<file path="config.mk">
export PLATFORM = sky130hd
export DESIGN_NAME = insn_decode_stage
export DESIGN_NICKNAME = d
export VERILOG_FILES = /design/src/rtl/insn_decode_pkg.sv /design/src/rtl/insn_decode_stage_field.sv /design/src/rtl/insn_decode_stage.sv
export SDC_FILE = /design/constraint.sdc
export NUM_CORES = 1
export LEC_CHECK = 0
export ABC_AREA = 1
export CORE_MARGIN = 2
export CORE_UTILIZATION = 25
export DETAILED_ROUTE_END_ITERATION = 8
export GPL_ROUTABILITY_DRIVEN = 1
export HOLD_SLACK_MARGIN = 0.03
export PLACE_DENSITY = 0.43
export SLEW_MARGIN = 20
export SYNTH_ARGS = -nofsm -noshare
export SYNTH_HDL_FRONTEND = slang
export SYNTH_SLANG_ARGS = --single-unit
</file>
<file path="constraint.sdc">
create_clock -name clk -period 5.4 [get_ports clk]
set_input_delay 1.62 -clock clk [delete_from_list [all_inputs] [get_ports clk]]
set_output_delay 1.62 -clock clk [all_outputs]
set_load 0.005 [all_outputs]
</file>
<file path="src/rtl/insn_decode_pkg.sv">
// -----------------------------------------------------------------------------
// insn_decode_pkg
// Shared definitions for the instruction decode stage:
//   - opcode constants for the special opcodes (prefix, branch, load-upper)
//   - immediate-width select encoding driven to the immediate generator
//   - immediate-shift select encoding driven to the immediate generator
//   - decode FSM state type
//   - helper that classifies an extension word as malformed
// Optional feature macro used by the importing files: INSN_DECODE_ILLEGAL_EN
// -----------------------------------------------------------------------------
package insn_decode_pkg;

  // Opcodes with special meaning to the decoder
  localparam logic [3:0] OP_PREFIX = 4'hF;
  localparam logic [3:0] OP_BRANCH = 4'hD;
  localparam logic [3:0] OP_LUI    = 4'hE;
  localparam logic [3:0] OP_IMM8   = 4'hC;

  // Immediate width select seen by the immediate generator
  typedef enum logic [1:0] {
    IMM_NONE = 2'd0,
    IMM4     = 2'd1,
    IMM8     = 2'd2,
    IMM12    = 2'd3
  } imm_width_e;

  // Immediate shift select seen by the immediate generator
  typedef enum logic [1:0] {
    SH_NONE = 2'd0,
    SH_1    = 2'd1,
    SH_8    = 2'd2
  } imm_shift_e;

  // Decode FSM: IDLE waits for a fresh instruction, EXT holds a prefix
  // word while waiting for its extension word.
  typedef enum logic {
    ST_IDLE = 1'b0,
    ST_EXT  = 1'b1
  } dec_state_e;

  // An extension word must carry a zero top nibble. A nested prefix word
  // (top nibble 0xF) is therefore also caught by this test.
  function automatic logic ext_word_illegal(input logic [15:0] w);
    return (w[15:12] != 4'h0);
  endfunction

endpackage

</file>
<file path="src/rtl/insn_decode_stage_field.sv">
// -----------------------------------------------------------------------------
// insn_field_decode
// Purely combinational single-word field mapping, shared by the IDLE path
// (ordinary one-word instructions) and the EXT path (prefix + extension).
//
// Ports:
//   i_word      in  16  word currently presented by fetch
//   i_prefix    in  12  low 12 bits of the held prefix word
//   i_ext       in   1  1 = i_word is the extension of the held prefix
//   o_opcode    out  4  operation code
//   o_rd        out  4  destination register
//   o_rs        out  4  source register
//   o_imm_din   out 16  raw immediate source word
//   o_num_bits  out  2  immediate width select
//   o_shift     out  2  immediate shift select
//   o_illegal   out  1  malformed extension word
//
// Optional feature macro: INSN_DECODE_ILLEGAL_EN (extension word checking)
// -----------------------------------------------------------------------------
module insn_field_decode
  import insn_decode_pkg::*;
(
  input  logic [15:0] i_word,
  input  logic [11:0] i_prefix,
  input  logic        i_ext,
  output logic [3:0]  o_opcode,
  output logic [3:0]  o_rd,
  output logic [3:0]  o_rs,
  output logic [15:0] o_imm_din,
  output logic [1:0]  o_num_bits,
  output logic [1:0]  o_shift,
  output logic        o_illegal
);

  logic       w_ext_bad;
  logic [3:0] w_op;

  assign w_op = i_word[15:12];

`ifdef INSN_DECODE_ILLEGAL_EN
  assign w_ext_bad = ext_word_illegal(i_word);
`else
  // Extension words are taken unchecked in the default build
  assign w_ext_bad = 1'b0;
`endif

  // Map the presented word (or prefix + extension) onto decode fields
  always_comb begin
    o_opcode   = w_op;
    o_rd       = i_word[11:8];
    o_rs       = i_word[7:4];
    o_imm_din  = i_word;
    o_num_bits = IMM_NONE;
    o_shift    = SH_NONE;
    o_illegal  = 1'b0;

    if (i_ext) begin
      // Register fields come from the prefix in reversed nibble order;
      // the whole extension word is the 12-bit immediate source.
      o_opcode  = i_prefix[3:0];
      o_rd      = i_prefix[7:4];
      o_rs      = i_prefix[11:8];
      o_imm_din = i_word;
      o_illegal = w_ext_bad;
      if (w_ext_bad) begin
        o_num_bits = IMM_NONE;
      end else begin
        o_num_bits = IMM12;
      end
    end else begin
      case (w_op)
        4'h0, 4'h1, 4'h2, 4'h3,
        4'h4, 4'h5, 4'h6, 4'h7: begin
          o_num_bits = IMM_NONE;
          o_shift    = SH_NONE;
        end
        4'h8, 4'h9, 4'hA, 4'hB: begin
          o_num_bits = IMM4;
          o_shift    = SH_NONE;
        end
        OP_IMM8: begin
          o_num_bits = IMM8;
          o_shift    = SH_NONE;
        end
        OP_BRANCH: begin
          // Branch offsets are halfword aligned
          o_num_bits = IMM8;
          o_shift    = SH_1;
        end
        OP_LUI: begin
          o_num_bits = IMM8;
          o_shift    = SH_8;
        end
        default: begin
          // OP_PREFIX: never loaded into the output register on its own
          o_num_bits = IMM_NONE;
          o_shift    = SH_NONE;
        end
      endcase
    end
  end

endmodule

</file>
<file path="src/rtl/insn_decode_stage.sv">
// -----------------------------------------------------------------------------
// insn_decode_stage
// Registered decode stage between instruction fetch and the immediate
// generator / execute stage. Single-word instructions are decoded with a
// latency of one cycle; a prefix word (opcode 0xF) is held in the FSM and
// combined with the following extension word into one output.
//
// Ports:
//   clk             in   1     clock, rising edge
//   rst             in   1     asynchronous active-high reset
//   i_flush         in   1     synchronous discard of prefix and output reg
//   i_in_valid      in   1     fetch word valid
//   o_in_ready      out  1     stage can accept a word this cycle
//   i_in_instr      in   16    instruction word
//   i_in_pc         in   PC_W  address of i_in_instr
//   o_out_valid     out  1     decoded instruction valid
//   i_out_ready     in   1     downstream accepts
//   o_out_opcode    out  4     operation code
//   o_out_rd        out  4     destination register
//   o_out_rs        out  4     source register
//   o_imm_din       out  16    raw immediate source word
//   o_imm_num_bits  out  2     immediate width select
//   o_imm_shift     out  2     immediate shift select
//   o_out_pc        out  PC_W  PC of the first word of the instruction
//   o_out_illegal   out  1     malformed instruction flag
//
// Optional feature macro: INSN_DECODE_ILLEGAL_EN (flags malformed extension
// words; when undefined o_out_illegal is tied low).
// -----------------------------------------------------------------------------
module insn_decode_stage
  import insn_decode_pkg::*;
#(
  parameter int PC_W = 16
) (
  input  logic            clk,
  input  logic            rst,
  input  logic            i_flush,
  input  logic            i_in_valid,
  output logic            o_in_ready,
  input  logic [15:0]     i_in_instr,
  input  logic [PC_W-1:0] i_in_pc,
  output logic            o_out_valid,
  input  logic            i_out_ready,
  output logic [3:0]      o_out_opcode,
  output logic [3:0]      o_out_rd,
  output logic [3:0]      o_out_rs,
  output logic [15:0]     o_imm_din,
  output logic [1:0]      o_imm_num_bits,
  output logic [1:0]      o_imm_shift,
  output logic [PC_W-1:0] o_out_pc,
  output logic            o_out_illegal
);

  dec_state_e      r_state;
  logic [11:0]     r_prefix;
  logic [PC_W-1:0] r_prefix_pc;

  logic            r_out_valid;
  logic [3:0]      r_out_opcode;
  logic [3:0]      r_out_rd;
  logic [3:0]      r_out_rs;
  logic [15:0]     r_imm_din;
  logic [1:0]      r_imm_num_bits;
  logic [1:0]      r_imm_shift;
  logic [PC_W-1:0] r_out_pc;
  logic            r_out_illegal;

  logic            w_in_ready;
  logic            w_in_fire;
  logic            w_out_fire;
  logic            w_ext;
  logic            w_is_prefix;
  logic            w_load;

  logic [3:0]      w_dec_opcode;
  logic [3:0]      w_dec_rd;
  logic [3:0]      w_dec_rs;
  logic [15:0]     w_dec_imm;
  logic [1:0]      w_dec_num_bits;
  logic [1:0]      w_dec_shift;
  logic            w_dec_illegal;

  // Accept whenever the output register is empty or draining this cycle;
  // deliberately independent of i_in_valid.
  assign w_in_ready  = !r_out_valid || i_out_ready;
  assign w_in_fire   = i_in_valid && w_in_ready;
  assign w_out_fire  = r_out_valid && i_out_ready;
  assign w_ext       = (r_state == ST_EXT);
  assign w_is_prefix = (i_in_instr[15:12] == OP_PREFIX);

  // Only a completed instruction loads the output register: any word in
  // EXT (the extension, even a malformed one), or a non-prefix word in IDLE.
  assign w_load = w_in_fire && (w_ext || !w_is_prefix);

  insn_field_decode u_field_decode (
    .i_word     (i_in_instr),
    .i_prefix   (r_prefix),
    .i_ext      (w_ext),
    .o_opcode   (w_dec_opcode),
    .o_rd       (w_dec_rd),
    .o_rs       (w_dec_rs),
    .o_imm_din  (w_dec_imm),
    .o_num_bits (w_dec_num_bits),
    .o_shift    (w_dec_shift),
    .o_illegal  (w_dec_illegal)
  );

  // Decode FSM, prefix holding register and registered output stage
  always_ff @(posedge clk or posedge rst) begin
    if (rst) begin
      r_state        <= ST_IDLE;
      r_prefix       <= 12'h000;
      r_prefix_pc    <= {PC_W{1'b0}};
      r_out_valid    <= 1'b0;
      r_out_opcode   <= 4'h0;
      r_out_rd       <= 4'h0;
      r_out_rs       <= 4'h0;
      r_imm_din      <= 16'h0000;
      r_imm_num_bits <= 2'd0;
      r_imm_shift    <= 2'd0;
      r_out_pc       <= {PC_W{1'b0}};
      r_out_illegal  <= 1'b0;
    end else if (i_flush) begin
      // Flush wins over any handshake in the same cycle
      r_state        <= ST_IDLE;
      r_prefix       <= 12'h000;
      r_prefix_pc    <= {PC_W{1'b0}};
      r_out_valid    <= 1'b0;
      r_out_opcode   <= 4'h0;
      r_out_rd       <= 4'h0;
      r_out_rs       <= 4'h0;
      r_imm_din      <= 16'h0000;
      r_imm_num_bits <= 2'd0;
      r_imm_shift    <= 2'd0;
      r_out_pc       <= {PC_W{1'b0}};
      r_out_illegal  <= 1'b0;
    end else begin
      case (r_state)
        ST_IDLE: begin
          if (w_in_fire && w_is_prefix) begin
            r_prefix    <= i_in_instr[11:0];
            r_prefix_pc <= i_in_pc;
            r_state     <= ST_EXT;
          end else begin
            r_state     <= ST_IDLE;
          end
        end
        ST_EXT: begin
          // Any accepted word completes the pair, malformed or not
          if (w_in_fire) begin
            r_state <= ST_IDLE;
          end else begin
            r_state <= ST_EXT;
          end
        end
        default: begin
          r_state <= ST_IDLE;
        end
      endcase

      if (w_load) begin
        r_out_valid    <= 1'b1;
        r_out_opcode   <= w_dec_opcode;
        r_out_rd       <= w_dec_rd;
        r_out_rs       <= w_dec_rs;
        r_imm_din      <= w_dec_imm;
        r_imm_num_bits <= w_dec_num_bits;
        r_imm_shift    <= w_dec_shift;
        r_out_illegal  <= w_dec_illegal;
        // A two-word instruction reports the address of its prefix
        if (w_ext) begin
          r_out_pc <= r_prefix_pc;
        end else begin
          r_out_pc <= i_in_pc;
        end
      end else if (w_out_fire) begin
        r_out_valid <= 1'b0;
      end else begin
        r_out_valid <= r_out_valid;
      end
    end
  end

  assign o_in_ready     = w_in_ready;
  assign o_out_valid    = r_out_valid;
  assign o_out_opcode   = r_out_opcode;
  assign o_out_rd       = r_out_rd;
  assign o_out_rs       = r_out_rs;
  assign o_imm_din      = r_imm_din;
  assign o_imm_num_bits = r_imm_num_bits;
  assign o_imm_shift    = r_imm_shift;
  assign o_out_pc       = r_out_pc;
  assign o_out_illegal  = r_out_illegal;

endmodule

</file>
==> metrics.yaml <==
finish:
  area_growth_pct: 30.9
  final_util_pct: 33.2
  n_fill_cell: 1642
  regArea_mm2: 0.00195
  multi_input_area_mm2: 0.00159
  drive_gt1_share_pct: 6.26
  n_antenna_cell: 0
  nets: 559
synth:
  syn_nets: 501
  ys_types: 20
  ys_warn_count: 0
  synthesis.area_mm2: 0.00383
  ys_seq_elements: 78
  syn_avg_cell_area_um2: 8.25
  synthCells: 464
  ys_seq_area_share_pct: 51.0
placed_design:
  hpwlAfterDp_mm: 7.12
  routabilityCongestion: 0.712
  port_buffers: 86
power:
  clkPwrFrac_pct: 43.0
  intPower_mw: 1.08
  combPwrFrac_pct: 14.0
  sw_frac_of_total_pct: 25.8
  power_per_cell_area_mw_per_mm2: 290
  seqPwrFrac_pct: 43.0
  netSwitchingPower_mw: 0.376
  leakagePower_nw: 2.50
  peakVddDrop_uv: 134
routing:
  route.detailed.wl_per_inst_um: 16.3
  ant_nets: 0
  drtIter0Drc: 262
  drtPass1Iterations: 4
  vias_per_cell: 4.85
  post-route-drc-count: 0
  routed_wl_mm: 11.7
  via_count: 3467
worst_setup_path:
  cp-startpoint: "i_out_ready"
  crit_path_end_kind: "output port"
  cp-start-kind: "input pin"
  r2r-start: "r_state$_DFF_PP0_"
  worst-r2r-cell-count: 7
  critPathMaxFanout: 3
  critical_path_required_ps: 3780
  regToRegSetupSlack_ps: 2970
  crit_type: "in -> out"
  reg2reg_to: "o_imm_shift[0]$_DFFE_PP0P_"
  cp.arrival_ps: 2740
clock_network:
  cts_tree: "built"
  cts_root_buffer: "clkbuf_16"
  cts-htree-levels: 3
  clk_path_buf_depth: 2
  worstSkewPairLatency_ps: 340
  post_cts_buffers: 0
  cts.clk_slew.worst_paths_ps: 60
  cts_hold_buf: 0
  clkSinkCount: 78
  cts_made_buffers: 9
  cts_resized: 0
global_routing:
  grt_pass1_wl_mm: 19.4
  grt.total_usage_pct: 15.2
  grt-ovfl-total: 0
  grt_pass1_vias: 3510
  grt_max_degree: 82
  antenna_found_initial: 0
timing:
  relSlewSlack_pct: 46.0
  setup_viol: 0
  fmax_ghz: 0.229
  finalSetupTns_ps: 0
  grt_setup_unrepaired: "false"
  tightestPinTransition_ps: 808
  fin_worst_skew_ps: 6.11
  period_needed_ps: 4360
  timing_hold_violations_final: 0
  finalCritPeriodShare_pct: 80.8
  drv_slew: 0
floorplanning:
  design.die.area_mm2: 0.0163
  core_mm2: 0.0151
  start_util_pct: 25.4
  rows: 45
  die_y_um: 128
  die_w_um: 128
  io_pins: 88
hold_path:
  hold_class: "reg -> reg"
  worstHoldStart: "o_imm_din[4]$_DFFE_PP0P_"
  hold_depth: 2
  hold_end: "o_imm_din[4]$_DFFE_PP0P_"
status:
  status: "finished clean"
run:
  max_cap_violations: 0
## final cells by class
type | instances | share of cell area (%)
Timing Repair Buffer | 92 | 18.1
Clock buffer | 12 | 5.12
Tap cell | 188 | 4.70
Inverter | 6 | 0.549
Multi-Input combinational cell | 335 | 31.7
Sequential cell | 78 | 39.0
Clock inverter | 4 | 0.899
## cell usage in the layout, fill, tap and decap left out, drive strengths merged
cell	n
clkbuf	12
a21boi	1
a21oi	1
nand3	81
dfrtp	78
clkinv	3
conb	1
bufinv	1
inv	6
nor2	5
clkdlybuf4s50	86
buf	6
nand2	171
nand4	73
nor3	2
## worst max-delay path, cell delays in order
cell	delay, ps
clkdlybuf4s50_1	470
inv_2	50
nand2_1	90
clkdlybuf4s50_1	510
## Yosys cell counts (all sizes together)
cell    instances  area (um^2)
nor3            2         10.0
dfrtp          78         1950
nand3          81          410
a21boi          1         18.8
a21oi           1         5.00
nand4          73          457
conb            1         3.75
nand2         171          659
buf            39          243
inv             6         22.5
clkbuf          6         22.5
nor2            5         23.8
## power groups by stage
stage | Combinational [mW] | Sequential, mW | Clock (mW)
after CTS | 0.208 | 0.626 | 0.644
after floorplan | 0.103 | 0.636 | 0
after global placement | 0.208 | 0.636 | 0
final | 0.204 | 0.625 | 0.625
after global routing | 0.227 | 0.628 | 0.671
after detailed placement | 0.208 | 0.636 | 0
## cell families (layout without fill, tap and decap cells)
group | after synthesis | count (layout) | synth area share [%]
AND/OR/NAND/NOR | 332 | 332 | 40.8
flip-flops | 78 | 78 | 51.0
buffers and inverters | 51 | 114 | 7.52
AO/OA/AOI/OAI | 2 | 2 | 0.621
other | 1 | 1 | 0.0980
## metal layers
metal  wire (um)  track usage (%)  part of all wire [%]
met5           0                0                     0
met1        5730             20.9                    49
met3         415             3.17                   3.6
met4         198             6.08                   1.7
met2        5310             23.2                    46
## worst max-delay path by stage
stage / endpoint / slack (ps) / cells after the start
final: o_in_ready / 1040 / 4
after global routing: o_in_ready / 960 / 4
after CTS: o_in_ready / 1020 / 4
after detailed placement: o_in_ready / 1030 / 4
after global placement: o_in_ready / 1050 / 4
after floorplan: o_imm_din[0]$_DFFE_PP0P_ / 1780 / 1
## stage by stage
step | power, mW | worst slack [ps] | instance area [um^2] | hold slack (ps) | std cells
6_report | 1.45 | 1040 | 5010 | 502 | 715
5_1_grt | 1.53 | 961 | 5010 | 531 | 715
4_1_cts | 1.48 | 1020 | 5010 | 508 | 715
3_5_place_dp | 0.844 | 1030 | 4710 | 491 | 699
3_3_place_gp | 0.844 | 1050 | 4710 | 489 | 699
2_1_floorplan | 0.739 | 1780 | 3830 | 476 | 464
## sequential cells by signal (all words and copies together) (netlist names)
register and count:
r_state 1, o_imm_shift 2, r_prefix 12, o_out_valid 1, o_out_opcode 4, o_out_rs 4, o_out_pc 16, r_prefix_pc 16
o_imm_num_bits 2, o_imm_din 16, o_out_rd 4
No activity file was read; power rests on OpenSTA's default activity.
